**config.mk**
```make
export PLATFORM = sky130hd
export DESIGN_NAME = vt52_key_encoder
export DESIGN_NICKNAME = d
export VERILOG_FILES = /design/src/rtl/vt52_key_encoder.sv
export SDC_FILE = /design/constraint.sdc
export NUM_CORES = 1
export LEC_CHECK = 0
export ABC_AREA = 1
export BUFFER_PORTS_ARGS = -buffer_cell sky130_fd_sc_hd__buf_2
export CAP_MARGIN = 20
export CORE_UTILIZATION = 51
export CTS_BUF_LIST = sky130_fd_sc_hd__clkbuf_8
export CTS_CLUSTER_DIAMETER = 50
export DETAILED_ROUTE_END_ITERATION = 16
export PLACE_DENSITY = 0.74
export SLEW_MARGIN = 20
export SYNTH_ARGS = -nofsm -noshare
export SYNTH_HDL_FRONTEND = slang
export SYNTH_SLANG_ARGS = --single-unit
```
**constraint.sdc**
```tcl
create_clock -name clk -period 2.1 [get_ports clk]
set_input_delay 0.105 -clock clk [delete_from_list [all_inputs] [get_ports clk]]
set_output_delay 0.105 -clock clk [all_outputs]
set_load 0.01 [all_outputs]
```
**src/rtl/vt52_key_encoder.sv**
```systemverilog
// VT52 terminal-to-host encoder: maps keyboard codes to the byte stream for the host and
// answers the host identify request (ESC Z) with ESC / <IDENT_BYTE>.
module vt52_key_encoder #(
  parameter bit          CRLF       = 1'b0,
  parameter logic [7:0]  IDENT_BYTE = 8'h4B,
  parameter int unsigned DROP_BITS  = 8
) (
  input  logic                 clk,
  input  logic                 reset,
  input  logic [7:0]           key_code,
  input  logic                 key_valid,
  output logic                 key_ready,
  input  logic                 ident_req,
  output logic [7:0]           data,
  output logic                 valid,
  input  logic                 ready,
  output logic                 busy,
  output logic [DROP_BITS-1:0] drop_count
);

  localparam logic [7:0] Esc = 8'h1B;

  typedef enum logic [1:0] {StIdle, StB0, StB1, StB2} state_e;

  state_e                state_q, state_d;
  logic [7:0]            data_q, data_d;
  logic                  valid_q, valid_d;
  logic [7:0]            seq1_q, seq1_d;
  logic [7:0]            seq2_q, seq2_d;
  logic [1:0]            last_q, last_d;
  logic                  is_ident_q, is_ident_d;
  logic                  ident_pend_q, ident_pend_d;
  logic [DROP_BITS-1:0]  drop_q, drop_d;

  logic [7:0] map_b0, map_b1;
  logic [1:0] map_last;
  logic       map_drop;
  logic       seq_done;

  // Key code -> first byte, second byte and index of the last byte.
  always_comb begin
    map_b0   = key_code;
    map_b1   = 8'h0A;
    map_last = 2'd0;
    map_drop = 1'b0;
    if (!key_code[7]) begin
      if (CRLF && key_code == 8'h0D) map_last = 2'd1;
    end else begin
      map_b0   = Esc;
      map_last = 2'd1;
      case (key_code)
        8'h80:   map_b1 = 8'h41;
        8'h81:   map_b1 = 8'h42;
        8'h82:   map_b1 = 8'h43;
        8'h83:   map_b1 = 8'h44;
        8'h84:   map_b1 = 8'h50;
        8'h85:   map_b1 = 8'h51;
        8'h86:   map_b1 = 8'h52;
        default: map_drop = 1'b1;
      endcase
    end
  end

  assign key_ready  = (state_q == StIdle) & ~ident_pend_q & ~ident_req;
  assign data       = data_q;
  assign valid      = valid_q;
  assign busy       = (state_q != StIdle) | ident_pend_q;
  assign drop_count = drop_q;

  always_comb begin
    state_d      = state_q;
    data_d       = data_q;
    valid_d      = valid_q;
    seq1_d       = seq1_q;
    seq2_d       = seq2_q;
    last_d       = last_q;
    is_ident_d   = is_ident_q;
    ident_pend_d = ident_pend_q | ident_req;
    drop_d       = drop_q;
    seq_done     = 1'b0;

    unique case (state_q)
      StIdle: begin
        if (ident_pend_q || ident_req) begin
          state_d      = StB0;
          data_d       = Esc;
          seq1_d       = 8'h2F;
          seq2_d       = IDENT_BYTE;
          last_d       = 2'd2;
          is_ident_d   = 1'b1;
          valid_d      = 1'b1;
          ident_pend_d = 1'b1;
        end else if (key_valid) begin
          if (map_drop) begin
            if (drop_q != '1) drop_d = drop_q + {{(DROP_BITS-1){1'b0}}, 1'b1};
          end else begin
            state_d    = StB0;
            data_d     = map_b0;
            seq1_d     = map_b1;
            last_d     = map_last;
            is_ident_d = 1'b0;
            valid_d    = 1'b1;
          end
        end
      end
      StB0: begin
        if (ready) begin
          if (last_q == 2'd0) begin
            seq_done = 1'b1;
          end else begin
            state_d = StB1;
            data_d  = seq1_q;
          end
        end
      end
      StB1: begin
        if (ready) begin
          if (last_q == 2'd1) begin
            seq_done = 1'b1;
          end else begin
            state_d = StB2;
            data_d  = seq2_q;
          end
        end
      end
      StB2: begin
        if (ready) seq_done = 1'b1;
      end
      default: state_d = StIdle;
    endcase

    if (seq_done) begin
      state_d = StIdle;
      valid_d = 1'b0;
      data_d  = 8'h00;
      // Requests arriving during an identify send merge into the one being sent.
      if (is_ident_q) ident_pend_d = 1'b0;
    end
  end

  always_ff @(posedge clk or posedge reset) begin
    if (reset) begin
      state_q      <= StIdle;
      data_q       <= 8'h00;
      valid_q      <= 1'b0;
      seq1_q       <= 8'h00;
      seq2_q       <= 8'h00;
      last_q       <= 2'd0;
      is_ident_q   <= 1'b0;
      ident_pend_q <= 1'b0;
      drop_q       <= '0;
    end else begin
      state_q      <= state_d;
      data_q       <= data_d;
      valid_q      <= valid_d;
      seq1_q       <= seq1_d;
      seq2_q       <= seq2_d;
      last_q       <= last_d;
      is_ident_q   <= is_ident_d;
      ident_pend_q <= ident_pend_d;
      drop_q       <= drop_d;
    end
  end

endmodule
```
==> impl_summary.md <==
Timing
The hold violation total from the final report was 0. Setup repair after global routing left no endpoint under its margin. The maximum operating frequency is 518 MHz. The clock period could shrink to 1.93 ns. Setup violations remaining at the end of the flow were counted as 0.

The final period utilization is 0.920. Clock skew on the completed layout was measured at 0.000959 ns. The total count of max-transition violations in the final report is 0. The headroom to the max-slew limit is 0.639. For the pin with the worst max-slew slack, the measured transition is 0.536 ns.

Summed over all failing endpoints, the final setup total negative slack is 0 ns.

Critical path
STA classifies the critical path endpoint as a flip-flop. Along the worst path, the maximum fanout reaches 9. The critical path class is flip-flop to flip-flop. Data on the critical path is required at its endpoint by 2.27 ns. The worst register-to-register path has a depth of 9. The type of element launching the critical path is a flip-flop. The data arrival time of the critical path is 2.10 ns. For flop-to-flop paths, the worst setup slack is 0.17 ns.

Cells and area
Of the cells placed in the final design, the portion with a size suffix greater than 1 is 0.221. The antenna cell count is 0. In the final design database the tool counted 277 nets. The area growth from synthesis to layout is 17.2%. The sequential cell area is 701 µm².

Once layout is complete, the utilization of the core stands at 0.645. Summing all multi-input logic gate instances after layout gives 876 µm². The filler cells instantiated in the layout total 296.

Drt
In the routed design, unresolved DRC markers number 0. Summing over every cut layer, the via total after detailed routing is 1531. The mean number of vias per cell is 5.07. In this run the remaining antenna-violating nets after routing total 0. Dividing the detail-routed wire length by the instance count gives 11.8 µm. The first routing iteration left 72 violations. The first detailed-routing pass ran for 4 iterations. The final layout contains routed wiring with a total length of 3560 µm.

Logic synthesis
Of the post-synthesis cell area, the dominant cell type holds 0.411. During synthesis, Yosys emitted a total of 0 warnings. In this run, synthesis inferred 0 flip-flops with an integrated enable. The leading register cell type out of synthesis is dfrtp_1.

dfrtp_1 takes more of the synthesized area than any other cell. Ranked by total cell area, the synthesized netlist is headed by dfrtp_1 (41%), nand2_1 (15%), inv_1 (6.4%). A synthesized cell averages 7.69 µm². The number of nets handed over by synthesis was 240. The sequential fraction of the synthesis area is 0.411. Counting flops and latches in the post-synthesis netlist gives 28. The post-synth design cell area is 1710 µm².

The netlist uses 33 different library cells. After technology mapping, the gate count stands at 222. For this run, asynchronously set or reset flops after synthesis account for 1.00.

Placed design
The number of port buffers is 30. The half-perimeter wire length of the detailed placement result is 2800 µm. At the end of routability-driven placement, the weighted congestion stood at 0.878.

GRT
The first global-routing pass estimated 5800 µm of wire. The total overflow reported by the global router is 0. The number of global-route vias before repair is 1365.

The maximum number of pins on one net before global-route repair is 29. For this run, the total global-route usage over all layers was measured as 0.215. The number of antenna violations at the first check in global routing was 0.

Power and ir drop
The switching power as a share of total power is 0.450. The power per cell area is 1430 nW/µm². The part of the power in registers is 0.304. Of the total power, combinational logic draws 0.548. For this design the static power due to leakage is 1.13 nW. The share of power burned in the clock network is 0.148. The design internal power is 1.58 mW. In this run the power spent charging and discharging nets is 1.29 mW. The worst voltage drop across the vdd grid is 768 µV.

Die
The chip height is 59.8 µm. 32 I/O pins were placed. In this run the standard cell core region covers 3100 µm². The starting utilization of the core area is 0.550. Row generation in the floorplan step produced 20 rows. The die width is 59.8 µm. The floorplan die area is 3580 µm².

Clock network
After clock tree synthesis, the clock-pin slew on the worst setup and hold paths is 0.10 ns. In this run the deepest clock path goes through 2 buffers. The number of buffers created by CTS is 3. The TritonCTS sink count is 28. The clock tree from TritonCTS is built. The root buffer selected by CTS is clkbuf_8. After clock tree synthesis, the setup repair step added 0 buffers. The clock latency on the worst-skew pair is 0.27 ns. The number of H-tree branching levels is 1.

Post-CTS repair changed the size of 0 cells.

Hold path
The number of cells on the worst hold path is 3. The worst hold-check path type is primary input to flip-flop.

Status
The run finished with clean final reports.

Run
The total of max-cap violations is 0.
## path summary, 6_finish.rpt
kind / startpoint / endpoint
worst max-delay path: state_q[1] / drop_count[6]
worst min-delay path: key_valid / seq1_q[4]
worst max register to register: state_q[1] / drop_count[6]
worst min register to register: seq2_q[0] / seq2_q[0]
max in group asynchronous: reset / drop_count[5]
min in group asynchronous: reset / data[4]
## sequential cells by signal, summed over array words and instances (netlist names)
signal / count
data: 7
drop_count: 8
ident_pend_q: 1
last_q: 1
seq1_q: 7
seq2_q: 1
state_q: 2
valid: 1
## worst max-delay path, stage by stage, from the launching register on
cell and delay, ns:
dfrtp_1 0.43, inv_1 0.13, ha_1 0.22, inv_1 0.16, nor2_8 0.19, nand2_4 0.07, nor3_4 0.34, inv_2 0.15
nand2_2 0.09, o21ai_2 0.05
## power groups by stage
stage / sequential, mW / combinational (mW) / clock [mW]
6_report: 0.871 / 1.57 / 0.425
5_1_grt: 0.901 / 1.79 / 0.444
4_1_cts: 0.873 / 1.58 / 0.431
3_5_place_dp: 0.882 / 1.56 / 0
3_3_place_gp: 0.882 / 1.55 / 0
2_1_floorplan: 0.918 / 1.11 / 0
## logic make-up after synthesis
| logic type | after synthesis | synth area share |
|---|---|---|
| XOR/XNOR | 7 | 0.0359 |
| AO/OA/AOI/OAI | 29 | 0.112 |
| adder cells (fa/ha/maj) | 5 | 0.0367 |
| buffers and inverters | 33 | 0.0762 |
| flip-flops | 28 | 0.411 |
| other | 1 | 0.00220 |
| AND/OR/NAND/NOR | 119 | 0.326 |
## metal layers
layer	global-route usage	wire length [µm]
met1	0.307	1720
met2	0.346	1630
met3	0.0195	179
met4	0.0598	38
met5	0	0
## Yosys cell counts (2+ instances only)
cell and count:
a21oi_1 2, a21oi_4 2, a31oi_1 2, dfrtp_1 28, ha_1 5, inv_1 29, inv_2 2, nand2_1 66
nand2_2 5, nand2_4 2, nand3_1 13, nand3_2 2, nand4_1 2, nor2_1 19, nor2_2 2, nor3_1 4
o21ai_0 11, o21ai_1 2, o22ai_1 5, xnor2_1 2, xor2_1 5
## cell type report
cell class / instances / area share
tap: 44 / 0.0275
timing repair buffer: 33 / 0.0876
sequential: 28 / 0.350
multi-input combinational: 161 / 0.438
clock inverter: 1 / 0.0150
inverter: 32 / 0.0613
clock buffer: 3 / 0.0206
## timing repair
item                                   CTS  global route
hold buffers                             1             0
endpoints found under the hold margin   28             0
setup endpoints to repair                0             1
## cell usage in the layout, fill, tap and decap left out, types with 3 or more instances in the layout
master and instances:
buf_2 30, clkbuf_8 3, dfrtp_1 28, ha_1 5
inv_1 29, nand2_1 66, nand2_2 5, nand3_1 13
nor2_1 19, nor3_1 4, o21ai_0 11, o22ai_1 5
xor2_1 5
## metrics by stage
stage                     area, µm²  total power [mW]  hold slack [ns]  cells  worst slack [ns]
after CTS                      2000              2.88            0.144    302             0.101
final                          2000              2.87            0.153    302             0.168
after detailed placement       1920              2.45            0.192    297             0.118
after global placement         1920              2.43            0.186    297             0.102
after global routing           2000              3.13            0.170    302            0.0530
after floorplan                1710              2.03            0.170    222             0.366
Note: power is estimated with default switching activity, not from simulation.
